$ cat src/rtl/mem_pkg.sv
// Shared definitions for the MEM stage: EX/MEM field offsets, access FSM states
// and branch condition codes.
package mem_pkg;

  typedef enum logic [1:0] {
    IDLE = 2'd0,
    REQ  = 2'd1,
    DONE = 2'd2
  } accState_e;

  localparam logic [3:0] BR_ALWAYS = 4'd0;
  localparam logic [3:0] BR_EQ     = 4'd1;
  localparam logic [3:0] BR_NE     = 4'd2;
  localparam logic [3:0] BR_LT     = 4'd3;
  localparam logic [3:0] BR_GT     = 4'd4;

  // Bit positions inside the EX/MEM word, as functions of the datapath width.
  function automatic int rcLsb(input int n);       return n;          endfunction
  function automatic int regWriteBit(input int n); return n + 4;      endfunction
  function automatic int memToRegBit(input int n); return n + 5;      endfunction
  function automatic int memWriteBit(input int n); return n + 6;      endfunction
  function automatic int branchBit(input int n);   return n + 7;      endfunction
  function automatic int negBit(input int n);      return n + 8;      endfunction
  function automatic int zeroBit(input int n);     return n + 9;      endfunction
  function automatic int aluLsb(input int n);      return n + 10;     endfunction
  function automatic int opCodeLsb(input int n);   return 2 * n + 10; endfunction
  function automatic int opTypeLsb(input int n);   return 2 * n + 14; endfunction
  function automatic int exWidth(input int n);     return 2 * n + 16; endfunction
  function automatic int wbWidth(input int n);     return 2 * n + 6;  endfunction

endpackage

$ cat src/rtl/mem_access_fsm.sv
// Data-memory handshake controller: sequences IDLE/REQ/DONE, keeps the timeout
// counter and the hold register, and produces stall and memReq.
module mem_access_fsm
  import mem_pkg::*;
#(
  parameter int N       = 24,
  parameter int TIMEOUT = 64
) (
  input  logic         clk_i,
  input  logic         rst_i,
  input  logic         en_i,
  input  logic         memOp_i,
  input  logic         memAck_i,
  input  logic [N-1:0] memRData_i,
  output logic         stall_o,
  output logic         memReq_o,
  output logic         memErr_o,
  output logic         abort_o,
  output logic         memCycle_o,
  output logic [N-1:0] loadData_o
);

  localparam int CNT_W = $clog2(TIMEOUT + 1);
  localparam logic [CNT_W-1:0] CNT_LAST = CNT_W'(TIMEOUT - 1);
  localparam logic [CNT_W-1:0] CNT_SAT  = CNT_W'(TIMEOUT);

  accState_e        state_q, state_d;
  logic [CNT_W-1:0] cnt_q, cnt_d;
  logic [N-1:0]     hold_q, hold_d;
  logic             err_q, err_d;
  logic             stall, req;

  always_ff @(posedge clk_i or posedge rst_i) begin
    if (rst_i) begin
      state_q <= IDLE;
      cnt_q   <= '0;
      hold_q  <= '0;
      err_q   <= 1'b0;
    end else begin
      state_q <= state_d;
      cnt_q   <= cnt_d;
      hold_q  <= hold_d;
      err_q   <= err_d;
    end
  end

  always_comb begin
    state_d = state_q;
    cnt_d   = cnt_q;
    hold_d  = hold_q;
    err_d   = err_q;
    stall   = 1'b0;
    req     = 1'b0;
    abort_o = 1'b0;
    unique case (state_q)
      IDLE: begin
        if (memOp_i) begin
          stall   = 1'b1;
          cnt_d   = '0;
          state_d = REQ;
        end
      end
      REQ: begin
        req = 1'b1;
        if (memAck_i) begin
          if (en_i) begin
            state_d = IDLE;
          end else begin
            stall   = 1'b1;
            hold_d  = memRData_i;
            state_d = DONE;
          end
        end else begin
          stall = 1'b1;
          // The last permitted cycle without an ack gives up on the access.
          if (cnt_q == CNT_LAST) begin
            abort_o = 1'b1;
            err_d   = 1'b1;
            state_d = IDLE;
          end else if (cnt_q != CNT_SAT) begin
            cnt_d = cnt_q + CNT_W'(1);
          end
        end
      end
      DONE: begin
        if (en_i) begin
          state_d = IDLE;
        end else begin
          stall = 1'b1;
        end
      end
      default: state_d = IDLE;
    endcase
  end

  // Gated by reset so both fall the moment reset rises, not at the next edge.
  assign stall_o    = stall & ~rst_i;
  assign memReq_o   = req & ~rst_i;
  assign memErr_o   = err_q;
  assign memCycle_o = (state_q != IDLE);
  assign loadData_o = (state_q == REQ) ? memRData_i : hold_q;

endmodule

$ cat src/rtl/mem_stage.sv
// MEM pipeline stage: branch resolution, data-memory access via mem_access_fsm,
// and the registered MEM/WB word.
module mem_stage
  import mem_pkg::*;
#(
  parameter int N       = 24,
  parameter int EX_BW   = 16 + 2 * N,
  parameter int WB_BW   = 2 * N + 6,
  parameter int TIMEOUT = 64
) (
  input  logic             clk_i,
  input  logic             rst_i,
  input  logic             en_i,
  input  logic             flush_i,
  input  logic [EX_BW-1:0] exMemIn_i,
  input  logic [N-1:0]     memRData_i,
  input  logic             memAck_i,
  output logic             memReq_o,
  output logic             memWe_o,
  output logic [N-1:0]     memAddr_o,
  output logic [N-1:0]     memWData_o,
  output logic             stall_o,
  output logic             pcSrc_o,
  output logic [N-1:0]     branchTgt_o,
  output logic             memErr_o,
  output logic [WB_BW-1:0] memWbOut_o
);

  logic [3:0]   opCode;
  logic [N-1:0] alu, rd3, loadData, readData;
  logic [3:0]   rc;
  logic         zero, neg, branch, memWrite, memToReg, regWrite, memOp;
  logic         stall, abort, memCycle, taken;
  logic         unusedOpType;

  logic [WB_BW-1:0] memWb_q, memWb_d;

  assign opCode       = exMemIn_i[opCodeLsb(N) +: 4];
  assign alu          = exMemIn_i[aluLsb(N) +: N];
  assign zero         = exMemIn_i[zeroBit(N)];
  assign neg          = exMemIn_i[negBit(N)];
  assign branch       = exMemIn_i[branchBit(N)];
  assign memWrite     = exMemIn_i[memWriteBit(N)];
  assign memToReg     = exMemIn_i[memToRegBit(N)];
  assign regWrite     = exMemIn_i[regWriteBit(N)];
  assign rc           = exMemIn_i[rcLsb(N) +: 4];
  assign rd3          = exMemIn_i[N-1:0];
  assign unusedOpType = ^exMemIn_i[opTypeLsb(N) +: 2];
  assign memOp        = memWrite | memToReg;

  mem_access_fsm #(
    .N       (N),
    .TIMEOUT (TIMEOUT)
  ) u_fsm (
    .clk_i      (clk_i),
    .rst_i      (rst_i),
    .en_i       (en_i),
    .memOp_i    (memOp),
    .memAck_i   (memAck_i),
    .memRData_i (memRData_i),
    .stall_o    (stall),
    .memReq_o   (memReq_o),
    .memErr_o   (memErr_o),
    .abort_o    (abort),
    .memCycle_o (memCycle),
    .loadData_o (loadData)
  );

  assign stall_o     = stall;
  assign memWe_o     = memReq_o & memWrite;
  assign memAddr_o   = alu;
  assign memWData_o  = rd3;
  assign branchTgt_o = alu;

  always_comb begin
    taken = 1'b0;
    case (opCode)
      BR_ALWAYS: taken = 1'b1;
      BR_EQ:     taken = zero;
      BR_NE:     taken = ~zero;
      BR_LT:     taken = neg;
      BR_GT:     taken = ~neg & ~zero;
      default:   taken = 1'b0;
    endcase
  end

  assign pcSrc_o = branch & taken & ~stall;

  // Any cycle that does not retire while en is high writes a bubble so the
  // held instruction is never written back twice.
  always_comb begin
    readData = (memCycle & memToReg) ? loadData : '0;
    memWb_d  = memWb_q;
    if (flush_i || abort) begin
      memWb_d = '0;
    end else if (en_i) begin
      if (stall) begin
        memWb_d = '0;
      end else begin
        memWb_d = {regWrite, memToReg, rc, readData, alu};
      end
    end
  end

  always_ff @(posedge clk_i or posedge rst_i) begin
    if (rst_i) begin
      memWb_q <= '0;
    end else begin
      memWb_q <= memWb_d;
    end
  end

  assign memWbOut_o = memWb_q;

endmodule

$ cat config.mk
export PLATFORM = sky130hd
export DESIGN_NAME = mem_stage
export DESIGN_NICKNAME = d
export VERILOG_FILES = /design/src/rtl/mem_pkg.sv /design/src/rtl/mem_access_fsm.sv /design/src/rtl/mem_stage.sv
export SDC_FILE = /design/constraint.sdc
export NUM_CORES = 1
export LEC_CHECK = 0
export ABC_AREA = 1
export BUFFER_PORTS_ARGS = -buffer_cell sky130_fd_sc_hd__buf_4
export CORE_MARGIN = 10
export CORE_UTILIZATION = 52
export DETAILED_ROUTE_END_ITERATION = 16
export HOLD_SLACK_MARGIN = 0.06
export PLACE_DENSITY = 0.95
export REMOVE_ABC_BUFFERS = 1
export SLEW_MARGIN = 20
export SYNTH_ARGS = -nofsm -noshare
export SYNTH_HDL_FRONTEND = slang
export SYNTH_SLANG_ARGS = --single-unit
$ cat constraint.sdc
create_clock -name clk_i -period 7.4 [get_ports clk_i]
set_clock_uncertainty 0.05 [all_clocks]
set_input_delay 1.85 -clock clk_i [delete_from_list [all_inputs] [get_ports clk_i]]
set_output_delay 1.85 -clock clk_i [all_outputs]
set_load 0.02 [all_outputs]
# After elaboration in Yosys (flattened, before gate mapping)
# Cells that the tools add are included.
word_totals:
  regBits: 88
  input_bits: 93
op_classes:
  addsub: 1
  n_eq_ne: 14
  n_mux: 25
  n_bitwise: 14
  reduce_logical: 10
ops:
  columns: ["operator", "count"]
  rows:
  - ["$mux 54", 3]
  - ["$mux 24", 2]
  - ["$mux 7", 4]
  - ["$pmux 7 s2", 1]
  - ["$mux 2", 5]
  - ["$reduce_and 3->1", 3]
  - ["$eq 4x2->1 const B", 2]
  - ["$ne 2x2->1 const B", 4]
  - ["$add 7x1->7 const B", 1]
  - ["$and 1x1->1", 7]
  - ["$eq 7x6->1 const B", 1]
  - ["$mux 1", 7]
  - ["$ne 7x7->1 const B", 1]
  - ["$not 1->1", 6]
  - ["$pmux 2 s3", 1]
  - ["$reduce_bool 2->1", 3]
  - ["$pmux 1 s5", 1]
  - ["$reduce_and 5->1", 1]
  - ["$eq 4x1->1 const B", 1]
  - ["$eq 4x3->1 const B", 1]
  - ["$logic_not 4->1", 1]
  - ["$ne 3x2->1 const B", 1]
  - ["$pmux 1 s3", 1]
  - ["$eq 2x1->1 const B", 1]
  - ["5 further kinds", 5]

# Depth between registers and ports, before layout
depth:
  word_depth: 7
  depth_mapped: 9
  mapped_depth_nobuf: 9

# Hierarchy
# Synthesis repeated with hierarchy kept, for this count alone.
unflattened:
  hier_cells: 579
  hier_area_um2: 4621.9
by_module_without_submodules:
  columns: ["mod", "instances", "cells_per_inst", "area_per_inst_um2", "seq_area_each_um2"]
  rows:
  - ["mem_stage", 1, 327, 2753.9, 1351.3]
  - ["mem_access_fsm", 1, 252, 1868.0, 850.8]

# Worst setup path after synthesis
# No wires, ideal clock.
synth_timing:
  kind: "input-to-output"
  start: "in en_i"
  end: "out pcSrc_o"
  arrival_time_ns: 2.919
  path_slack_ns: 2.581
  stages: 8
  path_cell_list: "buf_2 inv_1 nand3_1 nand3_1 nand2_2 buf_4 inv_2 nor2_1"
synth_between:
  elab_chain_cells: 6
synth_lines:
  columns: ["item", "line", "text"]
  rows:
  - ["start: declaration", "mem_stage.sv:13", "input logic en_i,"]
  - ["$mux 1 *", "mem_access_fsm.sv:66, mem_access_fsm.sv:86", null]
  - ["$mux 1", "mem_access_fsm.sv:65", "if (memAck_i) begin"]
  - ["$pmux 1 s3 *", "mem_access_fsm.sv:55", "unique case (state_q)"]
  - ["$and 1x1->1 *", "mem_access_fsm.sv:97", "assign stall_o = stall & ~rst_i;"]
  - ["via stall_o", "mem_stage.sv:22", "output logic stall_o,"]
  - ["$not 1->1 *", "mem_stage.sv:87", "assign pcSrc_o = branch & taken & ~stall;"]
  - ["$and 1x1->1 *", "mem_stage.sv:87", null]
  - ["end: declaration", "mem_stage.sv:23", "output logic pcSrc_o,"]
# The timed path passes the listed nets; every way through them passes the cells marked *.

# Final worst setup path
layout_timing:
  start: "in en_i"
  end: "out pcSrc_o"
layout_between:
  elab_chain_cells: 6
layout_lines:
  columns: ["item", "line"]
  rows:
  - ["$mux 1 *", "mem_access_fsm.sv:66, mem_access_fsm.sv:86"]
  - ["$mux 1", "mem_access_fsm.sv:65"]
  - ["$pmux 1 s3 *", "mem_access_fsm.sv:55"]
  - ["$and 1x1->1 *", "mem_access_fsm.sv:97"]
  - ["$not 1->1 *", "mem_stage.sv:87"]
  - ["$and 1x1->1 *", "mem_stage.sv:87"]
# Mark *: on every way between the ends. The rest lies on a longest branch, timed or not.

==> metrics.md <==
| Metric | Value |
|---|---|
| Outcome | finished clean |
| Antenna cell count | 0 |
| Remaining Overflow, GRT | 0 |
| CP Max Fanout | 61 |
| Final nets | 831 |
| Area contributors post-synth | dfrtp_1 (44%), buf_4 (12%), nand2_1 (12%) |
| Relative slew slack | 0.440 |
| Hold WC Path Type | reg -> reg |
| Compound-Gate Fraction of Synth Area | 0.132 |
| Synth Flop Type | dfrtp_1 |
| Synthesis Warnings | 0 |
| Wirelength per Cell | 16.3 um |
| Mux cell area share after synthesis | 0 |
| Critical Path Start Type | input port |
| CP Cell Sequence | buf_4 > inv_1 > nand3_1 > nand3_1 > nand2_2 > inv_2 > nor2_1 > buf_4 |
| CTS tree | done |
| Fraction of registers with async set/reset | 1.00 |
| Post-synthesis simple-gate area fraction | 0.226 |
| Vias in the first global route | 4392 |
| Worst-Skew Late Latency | 350 ps |
| Post-synthesis cell type count | 23 |
| Post-DRT Antenna Nets | 0 |
| GRT Total Usage | 0.196 |
| CTS max path bufs | 2 |
| Largest net degree at the start of global routing | 62 |
| Total negative slack | 0 ps |
| Yosys reg bits | 88 |
| Top post-synthesis cells by count | nand2_1 (162), dfrtp_1 (88), buf_4 (81) |
| Layout cells sized above 1 | 0.278 |
| Sw Share | 0.390 |
| Final design utilization | 0.642 |
| CP required | 5500 ps |
| Placed Area | 5780 um2 |
| Sequential group share of total power | 0.397 |
| Starting Density | 0.539 |
| # setup viols final | 0 |
| Hold_buf cts | 0 |
| First-pass GRT wire length | 22.9 mm |
| Cell-internal power | 991 uW |
| Top-count cell post-synth | nand2_1 |
| DRT iter0 DRCs | 323 |
| Clock Tree Root | clkbuf_8 |
| Clock Pin Slew Worst Setup and Hold Paths | 90 ps |
| Boundary pin count | 224 |
| Switch Pwr | 634 uW |
| Final Hold Viols | 0 |
| Pre-antenna DRT Iters | 5 |
| Final min period | 4900 ps |
| Critical path data arrival time | 3000 ps |
| Post-CTS resize count | 0 |
| Die Ht | 118 um |
| Die W | 118 um |
| Routability Congestion | 0.853 |
| Syn avg cell area | 7.64 um2 |
| Post-synthesis cell count | 658 |
| Die area | 14000 um2 |
| RSZ-0062 raised after global routing | false |
| Register area share after synthesis | 0.438 |
| MaxCap Viol Count | 0 |
| DRC Markers | 0 |
| Clk pwr share | 0.221 |
| DR vias/cell | 5.10 |
| Pwr/cell area | 271 nW/um2 |
| Slowest-stage cell, CP | buf_4 |
| Design Area, Final | 5990 um2 |
| XOR/XNOR Fraction of Synth Area | 0.00174 |
| IO buf count | 173 |
| CTS Buf Count | 9 |
| Final Slew Violations | 0 |
| Critical path class | in -> out |
| Synthesized cell area | 5030 um2 |
| Fmax achieved | 0.204 GHz |
| Area share of fa/ha/maj cells after synthesis | 0.00498 |
| Filler instances | 802 |
| Dominant cell type by area after synthesis | dfrtp_1 |
| Setup bufs post-CTS | 0 |
| Slew @ Worst Pin | 840 ps |
| Drt total wl | 14.2 mm |
| Htree depth | 3 |
| Post-detailed-placement half-perimeter wirelength | 10.2 mm |
| Initial antenna violation count | 0 |
| Crit end category | output port |
| Final period util | 0.662 |
| Rows | 35 |
| Peak VDD IR | 0.129 mV |
| Slowest stage delay, CP | 440 ps |
| Vias | 4430 |
| Post-synth EDFFs | 0 |
| Static Leakage | 3.16 nW |
| R2R setup slack | 4150 ps |
| Core Area | 9330 um2 |
| Post-synth top area share | 0.438 |
| Clk sink count | 88 |
| Area delta synth->final | 19.1% |
| Largest family of logic cells by synthesized area | simple AND/OR/NAND/NOR gates |
| Logic pwr share | 0.383 |
[flip-flops by register name, summed over array words and instances (netlist names)]
register and flops:
u_fsm.memErr_o 1, u_fsm.state_q 2, u_fsm.hold_q 24, memWbOut_o 54, u_fsm.cnt_q 7
[kinds of logic (layout without fill, tap and decap cells)]
kind of cell,Yosys count,after routing
flip-flops,88,88
AND/OR/NAND/NOR,274,274
XOR/XNOR,1,1
adder cells (fa/ha/maj),2,2
buffers and inverters,176,258
AO/OA/AOI/OAI,117,117
[cell type report]
type	count	area, um2	share of cell area
clock buffers	10	128	0.0213
repair buffers	179	1340	0.224
well taps	129	161	0.0269
inverters	64	241	0.0403
flip-flops and latches	88	2200	0.368
clock inverters	5	81.3	0.0136
multi-input cells	394	1830	0.306
[placed cells by master, fill, tap and decap left out, drive strengths merged, types with 2 or more instances in the layout]
master and count:
buf 179, nand2 165, nor2 47, ha 2
clkinv 2, o21ai 30, nand3 58, o211ai 29
nand4 2, clkbuf 10, inv 64, bufinv 2
a21oi 58, dfrtp 88
[final timing paths]
check / startpoint / end / cells past startpoint
max: en_i / pcSrc_o / 8
min: u_fsm.memErr_o$_DFFE_PP0P_ / u_fsm.memErr_o$_DFFE_PP0P_ / 2
max reg2reg: u_fsm.state_q[1]$_DFFE_PP0P_ / memWbOut_o[42]$_DFFE_PP0P_ / 6
min reg2reg: u_fsm.memErr_o$_DFFE_PP0P_ / u_fsm.memErr_o$_DFFE_PP0P_ / 2
max in group asynchronous: rst_i / memWbOut_o[35]$_DFFE_PP0P_ / 3
min in group asynchronous: rst_i / u_fsm.hold_q[16]$_DFFE_PP0P_ / 2
[routing by layer]
metal,track usage,part of all wire
met1,0.238,0.40
met4,0.0410,0.014
met2,0.327,0.50
met5,0,0
met3,0.0695,0.079
[worst max-delay path: cells and delay by family]
kind                   cells  cell delay, ps
and+or+nand+nor            4             400
buffers and inverters      4             740
[per-stage QoR]
| step | setup slack [ps] | hold WS, ps | cells | power (mW) |
|---|---|---|---|---|
| CTS | 2500 | 424 | 869 | 1.64 |
| floorplan | 1840 | 403 | 546 | 1.02 |
| global route | 2320 | 474 | 869 | 1.75 |
| global placement | 2490 | 397 | 854 | 1.25 |
| finish | 2500 | 423 | 869 | 1.63 |
| detailed placement | 2500 | 402 | 854 | 1.28 |
[power groups by stage]
stage	registers, mW	logic [mW]	clock network [mW]
2_1_floorplan	0.687	0.331	0
3_5_place_dp	0.652	0.628	0
4_1_cts	0.644	0.628	0.366
5_1_grt	0.659	0.701	0.386
6_report	0.644	0.622	0.359
3_3_place_gp	0.646	0.609	0
(Power assumes the default switching activity.)
